===== config.mk =====
export PLATFORM = sky130hd
export DESIGN_NAME = spi_link_scheduler
export DESIGN_NICKNAME = d
export VERILOG_FILES = /design/src/rtl/spi_link_scheduler.sv
export SDC_FILE = /design/constraint.sdc
export NUM_CORES = 1
export LEC_CHECK = 0
export CAP_MARGIN = 20
export CORE_MARGIN = 2
export CORE_UTILIZATION = 44
export DETAILED_ROUTE_END_ITERATION = 8
export GPL_TIMING_DRIVEN = 0
export PLACE_DENSITY = 0.84
export SYNTH_ARGS = -nofsm -noshare
export SYNTH_HDL_FRONTEND = slang
export SYNTH_SLANG_ARGS = --single-unit

===== constraint.sdc =====
create_clock -name clk_in -period 2 [get_ports clk_in]
set_input_delay 0.2 -clock clk_in [delete_from_list [all_inputs] [get_ports clk_in]]
set_output_delay 0.2 -clock clk_in [all_outputs]
set_load 0.005 [all_outputs]

===== src/rtl/spi_link_scheduler.sv =====
// spi_link_scheduler: round-robin frame arbiter between two pixel paths that
// serializes each granted byte as two nibbles onto a 4-line SPI link.
module spi_link_scheduler #(
  parameter int unsigned CLK_DIV = 4,
  parameter int unsigned CS_GAP  = 8
) (
  input  logic       clk_in,
  input  logic       rst_in,
  input  logic [7:0] pix0_in,
  input  logic       pix0_valid_in,
  input  logic       pix0_last_in,
  output logic       pix0_ready_out,
  input  logic [7:0] pix1_in,
  input  logic       pix1_valid_in,
  input  logic       pix1_last_in,
  output logic       pix1_ready_out,
  output logic [3:0] chip_data_out,
  output logic       chip_clk_out,
  output logic       chip_sel_out,
  output logic       final_pixel_out,
  output logic [1:0] grant_out,
  output logic       busy_out
);

  localparam int unsigned SLOT_LEN = 2 * CLK_DIV;
  localparam int unsigned CNT_MAX  = (SLOT_LEN > CS_GAP) ? SLOT_LEN : CS_GAP;
  localparam int unsigned CNT_W    = $clog2(CNT_MAX + 1);

  localparam logic [CNT_W-1:0] SETUP_END = CNT_W'(CLK_DIV - 1);
  localparam logic [CNT_W-1:0] SLOT_END  = CNT_W'(SLOT_LEN - 1);
  localparam logic [CNT_W-1:0] GAP_END   = CNT_W'(CS_GAP - 1);
  localparam logic [CNT_W-1:0] HALF      = CNT_W'(CLK_DIV);
  localparam logic [CNT_W-1:0] CNT_ONE   = CNT_W'(1);

  typedef enum logic [2:0] {
    ST_IDLE    = 3'd0,
    ST_SETUP   = 3'd1,
    ST_NIB_HI  = 3'd2,
    ST_NIB_LO  = 3'd3,
    ST_TAIL_HI = 3'd4,
    ST_TAIL_LO = 3'd5,
    ST_GAP     = 3'd6
  } state_e;

  // Control state
  state_e           state_q, state_d;
  logic [CNT_W-1:0] cnt_q, cnt_d;
  logic             stall_q, stall_d;   // NIB_HI waiting for the granted valid
  logic             owner_q, owner_d;   // 0 = path 0, 1 = path 1
  logic             ptr_q, ptr_d;       // round-robin tie winner
  logic [3:0]       lo_q, lo_d;         // low nibble of the captured pixel
  logic             last_q, last_d;     // captured pixel closes its frame

  // Registered outputs
  logic             sel_q, sel_d;
  logic             dclk_q, dclk_d;
  logic [3:0]       data_q, data_d;
  logic             final_q, final_d;
  logic             rdy0_q, rdy0_d;
  logic             rdy1_q, rdy1_d;
  logic [1:0]       grant_q, grant_d;
  logic             busy_q, busy_d;

  // Transition strobes shared between next-state and output logic
  logic             try_c;
  logic             launch_c;
  logic             to_lo_c;
  logic             gvalid_c;
  logic [7:0]       gpix_c;
  logic             glast_c;

  // Granted-path input mux
  assign gvalid_c = owner_q ? pix1_valid_in : pix0_valid_in;
  assign gpix_c   = owner_q ? pix1_in       : pix0_in;
  assign glast_c  = owner_q ? pix1_last_in  : pix0_last_in;

  // State register with synchronous active-low reset
  always_ff @(posedge clk_in) begin
    if (!rst_in) begin
      state_q <= ST_IDLE;
      cnt_q   <= '0;
      stall_q <= 1'b0;
      owner_q <= 1'b0;
      ptr_q   <= 1'b0;
      lo_q    <= '0;
      last_q  <= 1'b0;
    end else begin
      state_q <= state_d;
      cnt_q   <= cnt_d;
      stall_q <= stall_d;
      owner_q <= owner_d;
      ptr_q   <= ptr_d;
      lo_q    <= lo_d;
      last_q  <= last_d;
    end
  end

  // Next-state logic: slot sequencing, arbitration and pixel capture
  always_comb begin
    state_d  = state_q;
    cnt_d    = cnt_q;
    stall_d  = stall_q;
    owner_d  = owner_q;
    ptr_d    = ptr_q;
    lo_d     = lo_q;
    last_d   = last_q;
    try_c    = 1'b0;
    launch_c = 1'b0;
    to_lo_c  = 1'b0;

    case (state_q)
      ST_IDLE: begin
        if (pix0_valid_in || pix1_valid_in) begin
          state_d = ST_SETUP;
          cnt_d   = '0;
          owner_d = (pix0_valid_in && pix1_valid_in) ? ptr_q : pix1_valid_in;
        end
      end
      ST_SETUP: begin
        if (cnt_q == SETUP_END) try_c = 1'b1;
        else                    cnt_d = cnt_q + CNT_ONE;
      end
      ST_NIB_HI: begin
        if (stall_q) begin
          try_c = 1'b1;
        end else if (cnt_q == SLOT_END) begin
          state_d = ST_NIB_LO;
          cnt_d   = '0;
          to_lo_c = 1'b1;
        end else begin
          cnt_d = cnt_q + CNT_ONE;
        end
      end
      ST_NIB_LO: begin
        if (cnt_q == SLOT_END) begin
          if (last_q) begin
            state_d = ST_TAIL_HI;
            cnt_d   = '0;
          end else begin
            try_c = 1'b1;
          end
        end else begin
          cnt_d = cnt_q + CNT_ONE;
        end
      end
      ST_TAIL_HI: begin
        if (cnt_q == SLOT_END) begin
          state_d = ST_TAIL_LO;
          cnt_d   = '0;
        end else begin
          cnt_d = cnt_q + CNT_ONE;
        end
      end
      ST_TAIL_LO: begin
        if (cnt_q == SLOT_END) begin
          state_d = ST_GAP;
          cnt_d   = '0;
          ptr_d   = ~owner_q;
        end else begin
          cnt_d = cnt_q + CNT_ONE;
        end
      end
      ST_GAP: begin
        if (cnt_q == GAP_END) begin
          state_d = ST_IDLE;
          cnt_d   = '0;
        end else begin
          cnt_d = cnt_q + CNT_ONE;
        end
      end
      default: begin
        state_d = ST_IDLE;
        cnt_d   = '0;
        stall_d = 1'b0;
      end
    endcase

    // High-nibble launch attempt; a missing valid parks in NIB_HI with DCLK low
    if (try_c) begin
      state_d  = ST_NIB_HI;
      cnt_d    = '0;
      launch_c = gvalid_c;
      stall_d  = !gvalid_c;
    end

    if (launch_c) begin
      lo_d   = gpix_c[3:0];
      last_d = glast_c;
    end
  end

  // Output logic: values the link pins take after this edge
  always_comb begin
    sel_d   = 1'b1;
    dclk_d  = 1'b0;
    data_d  = data_q;
    final_d = final_q;
    rdy0_d  = 1'b0;
    rdy1_d  = 1'b0;
    grant_d = 2'b00;
    busy_d  = (state_d != ST_IDLE);

    if (state_d inside {ST_SETUP, ST_NIB_HI, ST_NIB_LO, ST_TAIL_HI, ST_TAIL_LO}) begin
      sel_d   = 1'b0;
      grant_d = owner_d ? 2'b10 : 2'b01;
    end

    if (state_d inside {ST_NIB_HI, ST_NIB_LO, ST_TAIL_HI, ST_TAIL_LO}) begin
      dclk_d = !stall_d && (cnt_d >= HALF);
    end

    if (launch_c) begin
      data_d  = gpix_c[7:4];
      final_d = glast_c;
      rdy0_d  = !owner_q;
      rdy1_d  = owner_q;
    end else if (to_lo_c) begin
      data_d = lo_q;
    end else if (!(state_d inside {ST_NIB_HI, ST_NIB_LO})) begin
      data_d  = '0;
      final_d = 1'b0;
    end
  end

  // Output registers with synchronous active-low reset
  always_ff @(posedge clk_in) begin
    if (!rst_in) begin
      sel_q   <= 1'b1;
      dclk_q  <= 1'b0;
      data_q  <= '0;
      final_q <= 1'b0;
      rdy0_q  <= 1'b0;
      rdy1_q  <= 1'b0;
      grant_q <= 2'b00;
      busy_q  <= 1'b0;
    end else begin
      sel_q   <= sel_d;
      dclk_q  <= dclk_d;
      data_q  <= data_d;
      final_q <= final_d;
      rdy0_q  <= rdy0_d;
      rdy1_q  <= rdy1_d;
      grant_q <= grant_d;
      busy_q  <= busy_d;
    end
  end

  assign chip_sel_out    = sel_q;
  assign chip_clk_out    = dclk_q;
  assign chip_data_out   = data_q;
  assign final_pixel_out = final_q;
  assign pix0_ready_out  = rdy0_q;
  assign pix1_ready_out  = rdy1_q;
  assign grant_out       = grant_q;
  assign busy_out        = busy_q;

endmodule


Word level (Yosys, flattened, before mapping). Cells that the tools add are included.

$add $sub $neg: 1. Magnitude comparators: 1. Eq/ne operators: 16. Muxes and demuxes: 43. Bitwise logic cells: 1. Reductions and logical operators: 18.

Operators with widths (number): two-way mux 4 bit (10); two-way mux 3 bit (9); case mux 3 bit (7 select lines) (1); case mux 4 bit (5 select lines) (1); two-way mux 1 bit (19); == test 3 bit (second input constant) (5); == test 3 x 2 -> 1 bit (second input constant) (4); AND reduction 2 bit (5); two-way mux 8 bit (1); OR reduction 7 bit (1); == test 3 x 1 -> 1 bit (second input constant) (2); nonzero test 5 bit (1); adder 4 x 1 -> 4 bit (second input constant) (1); == test 4 x 2 -> 1 bit (second input constant) (1); == test 4 x 3 -> 1 bit (second input constant) (1); >= comparator 4 x 3 -> 1 bit (second input constant) (1); inequality test 2 bit (second input constant) (2); nonzero test 4 bit (1); logical NOT 1 bit (3); logical NOT 3 bit (1); inequality test 3 bit (second input constant) (1); case mux 1 bit (3 select lines) (1); nonzero test 3 bit (1); OR reduction 3 bit (1); 5 further kinds (6).

Flip-flop bits (word level): 27.

Logic depth before layout (Yosys ltp).
Depth after elaboration: 10. Gate-level depth with buffers: 8. Gate-level depth less buffers: 6.

Least setup slack after synthesis. OpenSTA, ideal clock, no wires.

Path kind: reg-to-reg. Start point: register cnt_q[0]. End point: register data_q[2], in the netlist chip_data_out[2]. Library setup time: 0.087 ns. Data arrival time: 1.959 ns. Data required time: 1.913 ns. Slack: -0.046 ns. Stages on the path, launching flop included: 8. Path buffers: 1. Period minus slack after synthesis: 2.046 ns. Cell sequence: dfxtp_1 -> ha_1 -> and3b_4 -> a41o_4 -> o21a_1 -> buf_6 -> a2111o_1 -> a221oi_2.

Longest elaborated chain between the ends: 8.

Ends and longest elaborated chain: start, declared (line 47) `logic [CNT_W-1:0] cnt_q, cnt_d;`; start signal, assigned (line 89) `cnt_q <= cnt_d;`; == test 4 x 3 -> 1 bit; two-way mux 3 bit (line 126) `end else if (cnt_q == SLOT_END) begin`; two-way mux 3 bit (line 124) `if (stall_q) begin`; case mux 3 bit (7 select lines) (line 111) `case (state_q)`; two-way mux 3 bit (line 179) `if (try_c) begin`; == test 3 x 2 -> 1 bit (line 219) `end else if (!(state_d inside {ST_NIB_HI, ST_NIB_LO})) begin`; nonzero test 2 bit (line 219); inequality test 3 bit (no source line); end signal, assigned (line 239) `data_q <= data_d;`; end, declared (line 57) `logic [3:0] data_q, data_d;`.

Parallel ways exist; a longest one is shown, timed or not. A chain may end at the register's enable or synchronous reset.

Worst setup path after layout.
Start point: register cnt_q[1]. End point: register data_q[2], in the netlist chip_data_out[2].

The elaborated chain is that of the path after synthesis.

==> impl_metrics.tcl <==
set metrics [dict create \
    ys_ff_latch 27 \
    fmax_mhz 489 \
    synth_edf_count 0 \
    setup_ws_ns -0.0433 \
    yosysTopAreaCell "dfxtp_1" \
    fp.dieArea_um2 3790 \
    synth_top_area_share_pct 37.1 \
    initial_core_util_pct 47.0 \
    clockBufferDepth 2 \
    pwr-share-clk_pct 20.3 \
    num_antenna_cells 0 \
    path_class "reg -> reg" \
    crit_required_ns 2.27 \
    final_antenna_net_count 0 \
    post-route-period-util_pct 102 \
    p_seq_share_pct 50.8 \
    critical_path_buf_inv_count 1 \
    p_int_mw 0.846 \
    fin_nets 238 \
    drc 0 \
    cts-root-buf "clkbuf_4" \
    syn_area_um2 1460 \
    yosysWarnings 0 \
    slew_violations 0 \
    synth.avg_cell_area_um2 8.78 \
    postCtsHoldBufs 0 \
    hold_class "in -> reg" \
    h-tree-depth 1 \
    arrival_ns 2.31 \
    hpwlAfterDp_um 2480 \
    crit_family "compound AO/OA/AOI/OAI gates" \
    fin_setup_tns_ns -0.156 \
    gp_congestion 0.882 \
    combPwrFrac_pct 28.9 \
    vias 1486 \
    wire_per_inst_um 14.9 \
    synth_area_leaders "dfxtp_1 37%, mux2_2 5.4%, nor2_1 4.4%" \
    core_area_um2 3100 \
    slew_headroom_pct 62.5 \
    clkTransAtPathRegs_ns 0.14 \
    async_flop_share_pct 0 \
    grt_pass1_vias 1344 \
    totalWireLength_um 3840 \
    antenna_found_initial 0 \
    cts-buffers-inserted 3 \
    io_pins 34 \
    drt_first_iter_violations 77 \
    hold_ws_ns 0.484 \
    drive_gt1_share_pct 23.8 \
    synth.most_common_cell "dfxtp_1" \
    ys_seq_area_share_pct 37.1 \
    ys_types 48 \
    drv_cap 0 \
    grt_pass1_wl_um 5980 \
    crit_fanout 5 \
    swShare_pct 29.0 \
    critPathLaunchType "flip-flop" \
    synth_common_cells "27 x dfxtp_1, 17 x nor2_1, 9 x nand2_1" \
    slowest_stage "a2111o_1" \
    grt_max_degree 15 \
    final.setup_skew_ns 0.00437 \
    die_w_um 61.6 \
    synth_flop_cell "dfxtp_1" \
    vias_per_cell 5.76 \
    worst_slew_pin_slew_ns 0.563 \
    clk_latency_ns 0.34 \
    grt-ovfl-total 0 \
    row_count 20 \
    period_minus_slack_ns 2.04 \
    rsz0062_at_grt "true" \
    cp-end-kind "flip-flop" \
    dpl.cell_count 243 \
    cellPowerDensity_nw_per_um2 562 \
    cts_sinks 27 \
    setup_violations 5 \
    power_leakage_nw 0.747 \
    max_stage_delay_ns 0.52 \
    status "complete, but fails checks" \
    fin_cells 258 \
    io_buffers 33 \
    switchingPower_mw 0.345 \
    peakVddDrop_mv 0.442 \
    die_h_um 61.6 \
    syn-num-nets 189 \
    netlist_instances 166 \
    track_usage_pct 21.4 \
    syn_to_final_growth_pct 45.2 \
    finish.utilization_pct 68.2 \
    crit_chain "ha_4, buf_6, nand4b_1, nor2_4, a221oi_4, a2111o_1, a221oi_2" \
    violations "setup timing" \
    firstDrtPassIters 4 \
    cts_tree "built" \
    hold_viol 0 \
]
==> through the flow <==
step / instance area (um^2) / setup slack, ns / total power [mW]
5_1_grt: 2120 / -0.144 / 1.25
3_5_place_dp: 1850 / -0.321 / 0.882
4_1_cts: 2010 / -0.115 / 1.16
6_report: 2120 / -0.0433 / 1.19
2_1_floorplan: 1460 / 0.0112 / 0.765
3_3_place_gp: 1850 / -0.304 / 0.879
==> cells by family after synthesis <==
kind of cell / synth area share (%)
DFF: 37.1
and+or+nand+nor: 23.9
xor gates and xnor gates: 0.601
muxes: 8.15
adders and majority gates: 0.858
buffers and inverters: 3.86
AOI/OAI and AO/OA: 25.5
==> cell type report <==
cell class                      count  area (um^2)
Buffer                              9         61.3
Sequential cell                    27          551
Inverter                            3         11.3
Tap cell                           44         55.1
Fill cell                         269          986
Timing Repair Buffer               44          417
Multi-Input combinational cell    127          996
Clock buffer                        4         26.3
==> metal layers <==
metal	wire length, um	part of all wire [%]	up-vias	GRT usage (%)
li1	-	-	726	-
met1	1590	42	690	26.7
met2	1920	50	60	34.7
met3	255	6.6	10	6.09
met4	63	1.6	0	8.81
met5	0	0	-	0
==> placed cells by master, fill, tap and decap left out, types with 3 or more instances in the layout <==
master,instances
o21ai_0,4
clkbuf_2,3
and2_1,7
nor3_1,8
nor2b_1,4
a221oi_2,4
nand3_1,6
buf_4,10
nand2_1,9
dfxtp_1,23
clkbuf_4,4
inv_1,3
a211oi_1,7
a21oi_1,7
nand2b_1,3
a22oi_1,5
mux2i_1,4
clkdlybuf4s50_1,33
clkbuf_1,3
mux2_2,7
nor2_1,14
==> registers in the layout (all words and copies together), names as in the netlist <==
signal           flops
grant_out            2
pix0_ready_out       1
chip_data_out        4
state_q              3
chip_clk_out         1
chip_sel_out         1
cnt_q                4
ptr_q                1
pix1_ready_out       1
lo_q                 4
last_q               1
owner_q              1
final_pixel_out      1
busy_out             1
stall_q              1
==> power groups by stage <==
stage                     logic (mW)  registers (mW)  clock network (mW)
after CTS                      0.310           0.602               0.244
final                          0.344           0.604               0.242
after floorplan                0.158           0.607                   0
after global placement         0.269           0.610                   0
after global routing           0.374           0.609               0.272
after detailed placement       0.272           0.610                   0
==> worst reg2reg max path: stages (launching register included) <==
cell and delay, ns:
dfxtp_4 0.38, ha_4 0.14, buf_6 0.11, nand4b_1 0.25, nor2_4 0.24, a221oi_4 0.06
a2111o_1 0.53, a221oi_2 0.26
==> path summary, 6_finish.rpt <==
check | start | to | slack [ns] | depth (start not counted)
worst min-delay path | pix0_in[3] | lo_q[3] | 0.48 | 3
worst max register to register | cnt_q[1] | chip_data_out[2] | -0.04 | 7
worst min register to register | last_q | last_q | 0.50 | 2
worst max-delay path | cnt_q[1] | chip_data_out[2] | -0.04 | 7
==> what timing repair did <==
item                                   CTS  global route
endpoints found under the hold margin    0             0
setup endpoints to repair               17            22
resized for setup                       18            21
setup buffers                            6             5
pin swaps                                7             8
Note: power is estimated with default switching activity, not from simulation.
